**src/rtl/alu_seq_ctrl.sv**
```systemverilog
// Multi-cycle execution controller for a WIDTH-bit integer ALU: single-cycle ops, iterative mul/div.
// Optional build macro ALU_SEQ_FAST_MUL_EN selects a combinational multiplier with latency 1.
module alu_seq_ctrl #(
    parameter int WIDTH = 16
) (
    input  logic             clk,
    input  logic             rst_n,
    input  logic             req_valid,
    output logic             req_ready,
    input  logic [3:0]       req_op,
    input  logic [WIDTH-1:0] req_a,
    input  logic [WIDTH-1:0] req_b,
    output logic             rsp_valid,
    input  logic             rsp_ready,
    output logic [WIDTH-1:0] rsp_result,
    output logic [WIDTH-1:0] rsp_hi,
    output logic             rsp_o,
    output logic             rsp_n,
    output logic             rsp_z,
    output logic             rsp_err,
    output logic             busy
);
    localparam int SHW = $clog2(WIDTH);
    localparam logic [SHW-1:0] CNT_LAST = SHW'(WIDTH - 1);

    localparam logic [3:0] OP_ADD = 4'b1111;
    localparam logic [3:0] OP_SUB = 4'b1110;
    localparam logic [3:0] OP_AND = 4'b1101;
    localparam logic [3:0] OP_OR  = 4'b1100;
    localparam logic [3:0] OP_MUL = 4'b0001;
    localparam logic [3:0] OP_DIV = 4'b0010;
    localparam logic [3:0] OP_SLL = 4'b1010;
    localparam logic [3:0] OP_SRL = 4'b1011;
    localparam logic [3:0] OP_ROL = 4'b1000;
    localparam logic [3:0] OP_ROR = 4'b1001;

    typedef enum logic [1:0] {
        ST_IDLE = 2'd0,
        ST_MUL  = 2'd1,
        ST_DIV  = 2'd2,
        ST_RESP = 2'd3
    } state_t;

    state_t           state_r;
    logic [WIDTH-1:0] a_r, b_r, acc_r, lo_r;
    logic [SHW-1:0]   cnt_r;
    logic             req_ready_r, busy_r, rsp_valid_r;
    logic [WIDTH-1:0] rsp_result_r, rsp_hi_r;
    logic             rsp_o_r, rsp_n_r, rsp_z_r, rsp_err_r;

    assign req_ready  = req_ready_r;
    assign busy       = busy_r;
    assign rsp_valid  = rsp_valid_r;
    assign rsp_result = rsp_result_r;
    assign rsp_hi     = rsp_hi_r;
    assign rsp_o      = rsp_o_r;
    assign rsp_n      = rsp_n_r;
    assign rsp_z      = rsp_z_r;
    assign rsp_err    = rsp_err_r;

    // Single-cycle datapath operands
    logic [WIDTH-1:0]   sum_s, neg_b_s, diff_s;
    logic [2*WIDTH-1:0] rot_l_s, rot_r_s;
    logic [SHW-1:0]     shamt_s;
    logic               big_shift_s;
    logic [WIDTH-1:0]   sc_result_s, sc_hi_s;
    logic               sc_o_s, sc_err_s;
    logic               is_iter_mul_s;

    assign sum_s       = req_a + req_b;
    assign neg_b_s     = ~req_b + WIDTH'(1);
    assign diff_s      = req_a + neg_b_s;
    assign shamt_s     = req_b[SHW-1:0];
    assign big_shift_s = |req_b[WIDTH-1:SHW];
    assign rot_l_s     = {req_a, req_a} << shamt_s;
    assign rot_r_s     = {req_a, req_a} >> shamt_s;

`ifdef ALU_SEQ_FAST_MUL_EN
    logic [2*WIDTH-1:0] prod_s;
    assign prod_s        = {{WIDTH{1'b0}}, req_a} * {{WIDTH{1'b0}}, req_b};
    assign is_iter_mul_s = 1'b0;
`else
    assign is_iter_mul_s = (req_op == OP_MUL);
`endif

    // Response of every op that completes in the accepting cycle
    always_comb begin
        sc_result_s = '0;
        sc_hi_s     = '0;
        sc_o_s      = 1'b0;
        sc_err_s    = 1'b0;
        case (req_op)
            OP_ADD: begin
                sc_result_s = sum_s;
                sc_o_s      = (req_a[WIDTH-1] == req_b[WIDTH-1]) && (sum_s[WIDTH-1] != req_a[WIDTH-1]);
            end
            OP_SUB: begin
                sc_result_s = diff_s;
                sc_o_s      = (req_a[WIDTH-1] == neg_b_s[WIDTH-1]) && (diff_s[WIDTH-1] != req_a[WIDTH-1]);
            end
            OP_AND: sc_result_s = req_a & req_b;
            OP_OR:  sc_result_s = req_a | req_b;
            OP_SLL: sc_result_s = big_shift_s ? '0 : (req_a << shamt_s);
            OP_SRL: sc_result_s = big_shift_s ? '0 : (req_a >> shamt_s);
            OP_ROL: sc_result_s = rot_l_s[2*WIDTH-1:WIDTH];
            OP_ROR: sc_result_s = rot_r_s[WIDTH-1:0];
`ifdef ALU_SEQ_FAST_MUL_EN
            OP_MUL: begin
                sc_result_s = prod_s[WIDTH-1:0];
                sc_hi_s     = prod_s[2*WIDTH-1:WIDTH];
                sc_o_s      = |prod_s[2*WIDTH-1:WIDTH];
            end
`else
            OP_MUL: sc_result_s = '0;
`endif
            // Only divide-by-zero reaches this path; nonzero divisors go iterative
            OP_DIV: begin
                sc_result_s = (req_b == '0) ? {WIDTH{1'b1}} : '0;
                sc_hi_s     = (req_b == '0) ? req_a : '0;
                sc_err_s    = (req_b == '0);
            end
            default: sc_err_s = 1'b1;
        endcase
    end

    // One shift-add step: acc_r holds the running high half, lo_r the multiplier/low half
    logic [WIDTH:0]   mul_sum_s;
    logic [WIDTH-1:0] mul_hi_nx_s, mul_lo_nx_s;
    assign mul_sum_s   = {1'b0, acc_r} + (lo_r[0] ? {1'b0, a_r} : {(WIDTH+1){1'b0}});
    assign mul_hi_nx_s = mul_sum_s[WIDTH:1];
    assign mul_lo_nx_s = {mul_sum_s[0], lo_r[WIDTH-1:1]};

    // One restoring-division step: acc_r is the partial remainder, lo_r shifts dividend out / quotient in
    logic [WIDTH:0]   div_shift_s, div_trial_s;
    logic [WIDTH-1:0] div_rem_nx_s, div_quo_nx_s;
    assign div_shift_s  = {acc_r, lo_r[WIDTH-1]};
    assign div_trial_s  = div_shift_s - {1'b0, b_r};
    assign div_rem_nx_s = div_trial_s[WIDTH] ? div_shift_s[WIDTH-1:0] : div_trial_s[WIDTH-1:0];
    assign div_quo_nx_s = {lo_r[WIDTH-2:0], ~div_trial_s[WIDTH]};

    // Control FSM with registered handshake and response outputs
    always_ff @(posedge clk or negedge rst_n) begin
        if (!rst_n) begin
            state_r      <= ST_IDLE;
            a_r          <= '0;
            b_r          <= '0;
            acc_r        <= '0;
            lo_r         <= '0;
            cnt_r        <= '0;
            req_ready_r  <= 1'b1;
            busy_r       <= 1'b0;
            rsp_valid_r  <= 1'b0;
            rsp_result_r <= '0;
            rsp_hi_r     <= '0;
            rsp_o_r      <= 1'b0;
            rsp_n_r      <= 1'b0;
            rsp_z_r      <= 1'b0;
            rsp_err_r    <= 1'b0;
        end else begin
            case (state_r)
                ST_IDLE: begin
                    if (req_valid) begin
                        a_r         <= req_a;
                        b_r         <= req_b;
                        cnt_r       <= '0;
                        acc_r       <= '0;
                        req_ready_r <= 1'b0;
                        busy_r      <= 1'b1;
                        if (is_iter_mul_s) begin
                            lo_r    <= req_b;
                            state_r <= ST_MUL;
                        end else if ((req_op == OP_DIV) && (req_b != '0)) begin
                            lo_r    <= req_a;
                            state_r <= ST_DIV;
                        end else begin
                            rsp_result_r <= sc_result_s;
                            rsp_hi_r     <= sc_hi_s;
                            rsp_o_r      <= sc_o_s;
                            rsp_n_r      <= sc_result_s[WIDTH-1];
                            rsp_z_r      <= (sc_result_s == '0);
                            rsp_err_r    <= sc_err_s;
                            rsp_valid_r  <= 1'b1;
                            state_r      <= ST_RESP;
                        end
                    end else begin
                        state_r <= ST_IDLE;
                    end
                end
                ST_MUL: begin
                    acc_r <= mul_hi_nx_s;
                    lo_r  <= mul_lo_nx_s;
                    cnt_r <= cnt_r + SHW'(1);
                    if (cnt_r == CNT_LAST) begin
                        rsp_result_r <= mul_lo_nx_s;
                        rsp_hi_r     <= mul_hi_nx_s;
                        rsp_o_r      <= |mul_hi_nx_s;
                        rsp_n_r      <= mul_lo_nx_s[WIDTH-1];
                        rsp_z_r      <= (mul_lo_nx_s == '0);
                        rsp_err_r    <= 1'b0;
                        rsp_valid_r  <= 1'b1;
                        state_r      <= ST_RESP;
                    end else begin
                        state_r <= ST_MUL;
                    end
                end
                ST_DIV: begin
                    acc_r <= div_rem_nx_s;
                    lo_r  <= div_quo_nx_s;
                    cnt_r <= cnt_r + SHW'(1);
                    if (cnt_r == CNT_LAST) begin
                        rsp_result_r <= div_quo_nx_s;
                        rsp_hi_r     <= div_rem_nx_s;
                        rsp_o_r      <= 1'b0;
                        rsp_n_r      <= div_quo_nx_s[WIDTH-1];
                        rsp_z_r      <= (div_quo_nx_s == '0);
                        rsp_err_r    <= 1'b0;
                        rsp_valid_r  <= 1'b1;
                        state_r      <= ST_RESP;
                    end else begin
                        state_r <= ST_DIV;
                    end
                end
                ST_RESP: begin
                    if (rsp_ready) begin
                        rsp_valid_r <= 1'b0;
                        req_ready_r <= 1'b1;
                        busy_r      <= 1'b0;
                        state_r     <= ST_IDLE;
                    end else begin
                        state_r <= ST_RESP;
                    end
                end
                default: begin
                    state_r     <= ST_IDLE;
                    rsp_valid_r <= 1'b0;
                    req_ready_r <= 1'b1;
                    busy_r      <= 1'b0;
                end
            endcase
        end
    end

endmodule

```
**config.mk**
```make
export PLATFORM = sky130hd
export DESIGN_NAME = alu_seq_ctrl
export DESIGN_NICKNAME = d
export VERILOG_FILES = /design/src/rtl/alu_seq_ctrl.sv
export SDC_FILE = /design/constraint.sdc
export NUM_CORES = 1
export LEC_CHECK = 0
export ABC_AREA = 1
export BUFFER_PORTS_ARGS = -buffer_cell sky130_fd_sc_hd__buf_2
export CORE_MARGIN = 1.5
export CORE_UTILIZATION = 35
export DETAILED_ROUTE_END_ITERATION = 7
export HOLD_SLACK_MARGIN = 0.08
export PLACE_DENSITY_LB_ADDON = 0.2
export SETUP_SLACK_MARGIN = 0.05
export SLEW_MARGIN = 30
export SYNTH_ARGS = -nofsm -noshare
export SYNTH_HDL_FRONTEND = slang
export SYNTH_SLANG_ARGS = --single-unit
```
**constraint.sdc**
```tcl
create_clock -name clk -period 3.9 [get_ports clk]
set_input_delay 0.585 -clock clk [delete_from_list [all_inputs] [get_ports clk]]
set_output_delay 0.585 -clock clk [all_outputs]
set_load 0.03 [all_outputs]
```
# [Word-level counts from Yosys, hierarchy flattened]
# Index checks and enable logic that the tools add are counted.
[word_totals] output_inout_bits=39 reg_bits=109 inputBits=40 elab_cells=149
[op_classes] muxes=70 shift=4 add_sub_neg=6 eq_ne=26 reduce_logical=24 n_bitwise=4
[op_table] op="16-bit 2-to-1 mux" count=21
[op_table] op="16-bit case mux with 3 select lines" count=4
[op_table] op="16-bit case mux with 9 select lines" count=1
[op_table] op="16-bit logical NOT" count=4
[op_table] op="4-bit == test (second input constant)" count=9
[op_table] op="16-bit adder" count=2
[op_table] op="32-bit by 4-bit << shifter with 32-bit output" count=1
[op_table] op="32-bit by 4-bit right shift with 16-bit output" count=1
[op_table] op="1-bit 2-to-1 mux" count=28
[op_table] op="16-bit by 16-bit adder with 17-bit output" count=1
[op_table] op="17-bit by 16-bit subtractor with 17-bit output" count=1
[op_table] op="16-bit by 1-bit adder with 16-bit output (second input constant)" count=1
[op_table] op="16-bit bitwise AND" count=1
[op_table] op="16-bit inverter" count=1
[op_table] op="16-bit OR" count=1
[op_table] op="16-bit nonzero test" count=1
[op_table] op="16-bit OR reduction" count=1
[op_table] op="16-bit by 4-bit << shifter with 16-bit output" count=1
[op_table] op="16-bit by 4-bit right shift with 16-bit output" count=1
[op_table] op="2-bit != test (second input constant)" count=6
[op_table] op="1-bit case mux with 3 select lines" count=4
[op_table] op="12-bit OR reduction" count=1
[op_table] op="1-bit case mux with 2 select lines" count=5
[op_table] op="5-bit AND reduction" count=2
[op_table] op="23 further kinds" count=35

# [Longest topological paths before layout]
[depth] depth_word=10 mapped_depth=27 depth_no_buf=25

# [Worst setup path before layout]
# OpenSTA, ideal clock, no wires.
[synth_path] path_kind="input port to flip-flop" start="input port req_b[1]" end="register rsp_z_r, in the netlist rsp_z" arrival_time_ns=3.275 setup_ns=0.077 slack_ns=0.548 required_ns=3.823 stages=21 path_cell_list="buf_2 > inv_2 > buf_2 > ha_1 > nand3_2 > nor2_4 > nand2_2 > xor2_1 > ha_1 > a21oi_1 > nor2_1 > nor2_1 > a21boi_0 > nor2_1 > nor2_1 > nand3_1 > nor2_1 > nand2_1 > nor2_1 > nand3_1 > a21oi_1"
[synth_between] elab_chain_len=9 word_cells_on_any_way=24
[synth_rtl] element="from (decl)" line_no="12" source="input logic [WIDTH-1:0] req_b,"
[synth_rtl] element="16-bit inverter" line_no="71" source="assign neg_b_s = ~req_b + WIDTH'(1);"
[synth_rtl] element="16-bit by 1-bit adder with 16-bit output" line_no="71"
[synth_rtl] element="16-bit adder" line_no="72" source="assign diff_s = req_a + neg_b_s;"
[synth_rtl] element="16-bit case mux with 9 select lines" line_no="92" source="case (req_op)"
[synth_rtl] element="16-bit logical NOT" line_no="180" source="rsp_z_r <= (sc_result_s == '0);"
[synth_rtl] element="1-bit 2-to-1 mux" line_no="172" source="end else if ((req_op == OP_DIV) && (req_b != '0)) begin"
[synth_rtl] element="1-bit 2-to-1 mux" line_no="169" source="if (is_iter_mul_s) begin"
[synth_rtl] element="1-bit 2-to-1 mux" line_no="162" source="if (req_valid) begin"
[synth_rtl] element="1-bit case mux with 3 select lines" line_no="160" source="case (state_r)"
[synth_rtl] element="to (signal assigned)" line_no="180"
[synth_rtl] element="to (signal assigned)" line_no="198" source="rsp_z_r <= (mul_lo_nx_s == '0);"
[synth_rtl] element="to (signal assigned)" line_no="215" source="rsp_z_r <= (div_quo_nx_s == '0);"
[synth_rtl] element="to (decl)" line_no="49" source="logic rsp_o_r, rsp_n_r, rsp_z_r, rsp_err_r;"
# Parallel ways exist; a longest one is shown, timed or not. The select of a mux whose other input is x is not followed.
# A chain may end at the register's enable or synchronous reset.

# [Worst setup path after layout]
[layout_path] start="input port req_b[6]" end="register rsp_z_r, in the netlist rsp_z"
# Same word-level chain as after synthesis.

==> results.json <==
{
  "syn_nets": 2048,
  "crit_path_start_kind": "primary input",
  "setup_viol": 0,
  "period_needed_ns": 3.422,
  "viasPerCell": 5.575,
  "cts_root_buf": "clkbuf_16",
  "synth_xor_area_share_pct": 2.653,
  "cpMostUsedCell": "nand2_1",
  "die_w_um": 187.3,
  "slew_headroom_pct": 38.11,
  "grt_pass1_wl_mm": 78.14,
  "synth_fa_ha_area_share_pct": 9.835,
  "synthMuxAreaShare_pct": 0,
  "max_freq_mhz": 292.2,
  "fillers": 3711,
  "layout-drive-gt1-share_pct": 9.444,
  "critPathSlowestCell": "ha_1",
  "antenna_found_initial": 2,
  "grt_usage_pct": 29.22,
  "hold_violations": 0,
  "grt_pass1_vias": 12891,
  "initial_core_util_pct": 35.53,
  "ir_drop_uv": 376.5,
  "power.density_mw_per_mm2": 709.6,
  "overflow": 0,
  "antenna_left": 0,
  "multi_input_area_mm2": 0.007993,
  "max_stage_delay_ns": 0.36,
  "antenna_cells": 0,
  "design_area_mm2": 0.01312,
  "gp_congestion": 1.001,
  "postSynthCellCount": 1917,
  "synth.avg_cell_area_um2": 6.199,
  "status": "completed",
  "cts_hold_buf": 0,
  "drt_iter0_drc": 1328,
  "crit_chain": "buf_2 -> nor2_1 -> nand2_1 -> nor2_1 -> nand2_1 -> inv_1 -> nand2_1 -> xor2_1 -> inv_1 -> ha_1 -> nand2_1 -> nor2_1 -> nand4_1 -> nand3_1 -> nand2_1 -> nand3_1 -> nand4_1 -> nor2_1 -> nand2_1 -> nor2_1 -> nand3_1 -> a21oi_1",
  "postPlaceCellArea_mm2": 0.01282,
  "yosys.area_share.simple_pct": 38.32,
  "synth_seq_cells": 108,
  "ys_warn_count": 0,
  "die_h_um": 187.3,
  "rsz0062_at_grt": "no",
  "worst_pin_slew_ns": 0.9273,
  "ys_seq_area_share_pct": 22.75,
  "wire_per_inst_um": 21.25,
  "h-tree-depth": 3,
  "port_buffers": 78,
  "row_count": 67,
  "pin_count": 79,
  "internal_power_w": 0.004232,
  "combinationalPowerShare_pct": 67.0,
  "cts.path.max_buffers": 2,
  "area_growth_pct": 10.40,
  "seqCellArea_mm2": 0.002704,
  "path_max_fanout": 5,
  "total_leakage_power_nw": 6.887,
  "synth_top_family_by_area": "simple AND/OR/NAND/NOR gates",
  "wirelength_mm": 51.61,
  "drc": 0,
  "clkTransAtPathRegs_ns": 0.08,
  "p_clk_share_pct": 10.5,
  "tritoncts": "built",
  "die_area_mm2": 0.03506,
  "cts_resized": 0,
  "cts_buffers": 9,
  "layout.cells.most_common": "nand2_1",
  "insertion_delay_ns": 0.37,
  "finClkSkew_ns": 0.01219,
  "vias": 13536,
  "worstSetupPathType": "primary input to flip-flop",
  "period_share_pct": 87.74,
  "critPathRequiredTime_ns": 4.19,
  "drt_pass1_iterations": 7,
  "power.share.switching_pct": 54.54,
  "synth_area_mm2": 0.01188,
  "power.switching_w": 0.005077,
  "post_cts_buffers": 0,
  "fin_nets": 2106,
  "synth_cell_types": 50,
  "numClockSinks": 108,
  "hold_ws_ns": 0.2498,
  "worstSetupEndpointType": "flip-flop",
  "power_frac_seq_pct": 22.6,
  "drv_cap": 0,
  "hold_class": "primary input to async pin",
  "core_mm2": 0.03345,
  "slew_violations": 0,
  "fin_setup_tns_ns": 0,
  "synth_compound_area_share_pct": 16.38,
  "final_cell_mix": "557 x nand2_1, 250 x nand3_1, 211 x inv_1",
  "cp_data_arrival_time_ns": 3.71,
  "hpwl_mm": 40.73,
  "grt_start_max_net_pins": 109
}
-- worst max-delay path: cells and delay by family --
kind | cells | cell delay, ns
AOI/OAI and AO/OA | 1 | 0.17
xor gates and xnor gates | 1 | 0.17
adders and majority gates | 1 | 0.36
buffers and inverters | 3 | 0.34
and+or+nand+nor | 16 | 2.06
-- layout make-up --
type	instances	area share [%]
Clock inverter	6	0.5436
Timing Repair Buffer	121	5.551
Clock buffer	10	1.745
Tap cell	448	4.273
Sequential cell	108	20.61
Inverter	221	6.352
Multi-Input combinational cell	1514	60.93
-- logic make-up after synthesis --
family                   count (synthesis)
AND/OR/NAND/NOR                       1055
AO/OA/AOI/OAI                          332
buffers and inverters                  295
flip-flops                             108
adder cells (fa/ha/maj)                 91
XOR/XNOR                                36
-- routing by layer --
metal / track usage, % / vias up / routed length (µm)
met4: 12.66 / 2 / 2345
met1: 39.45 / 6376 / 22790
met3: 3.283 / 106 / 3408
met5: 0 / - / 13
li1: - / 6474 / -
met2: 47.07 / 578 / 23050
-- synth_stat cells (all sizes together) --
cell type / n / area (µm²)
a21o: 5 / 37.54
xor2: 23 / 201.4
o22ai: 6 / 37.54
ha: 87 / 1089
clkinv: 2 / 8.750
dfstp: 1 / 26.28
fa: 4 / 80.08
o21bai: 3 / 22.52
clkbuf: 41 / 153.9
nand3b: 13 / 97.59
a211oi: 2 / 15.01
buf: 33 / 207.7
nand2: 563 / 2126
nor2: 158 / 636.9
o41ai: 1 / 8.760
a21oi: 81 / 431.7
nand4: 32 / 206.5
a22oi: 16 / 120.1
nor3: 13 / 65.06
a31oi: 28 / 175.2
and2: 2 / 12.52
o21ai: 135 / 683.2
nor4: 5 / 31.28
o211ai: 27 / 202.7
nand3: 252 / 1271
and3: 2 / 12.51
or2: 15 / 93.84
o31ai: 3 / 22.52
xnor2: 13 / 113.9
a21boi: 20 / 150.1
dfrtp: 107 / 2678
o2111ai: 2 / 17.52
inv: 219 / 824.6
o21a: 3 / 22.52
-- registers in the layout (all words and copies together), names as in the netlist --
signal	flops
b_r	16
lo_r	16
rsp_err	1
rsp_n	1
busy	1
req_ready	1
acc_r	16
state_r	2
cnt_r	4
rsp_z	1
rsp_valid	1
a_r	16
rsp_result	15
rsp_hi	16
rsp_o	1
-- power by group through the flow --
stage	Combinational [W]	Sequential, W	Clock [W]
finish	0.00624	0.00210	0.000973
global route	0.00701	0.00216	0.00103
detailed placement	0.00618	0.00212	0
floorplan	0.00425	0.00229	0
global placement	0.00615	0.00210	0
CTS	0.00621	0.00210	0.000989
-- stage by stage --
| step | utilization (%) | cells | power (W) | setup slack [ns] |
|---|---|---|---|---|
| 6_report | 39.22 | 2428 | 0.009309 | 0.4781 |
| 5_1_grt | 39.22 | 2428 | 0.01021 | 0.2323 |
| 4_1_cts | 39.22 | 2428 | 0.009300 | 0.5797 |
| 3_5_place_dp | 38.32 | 2412 | 0.008300 | 0.2041 |
| 3_3_place_gp | 38.32 | 2412 | 0.008256 | 0.1672 |
| 2_1_floorplan | - | 1917 | 0.006549 | 0.5476 |
-- final timing paths --
path                          start        end  slack [ns]  depth (start not counted)
min in group clk            rsp_err    rsp_err        0.48                          2
setup / recovery           req_b[6]      rsp_z        0.48                         22
hold / removal                rst_n    rsp_err        0.25                          2
setup reg to reg           lo_r[15]  rsp_hi[1]        0.60                         17
max in group asynchronous     rst_n    lo_r[2]        3.14                          2
hold reg to reg             rsp_err    rsp_err        0.48                          2
Note: power is estimated with default switching activity, not from simulation.
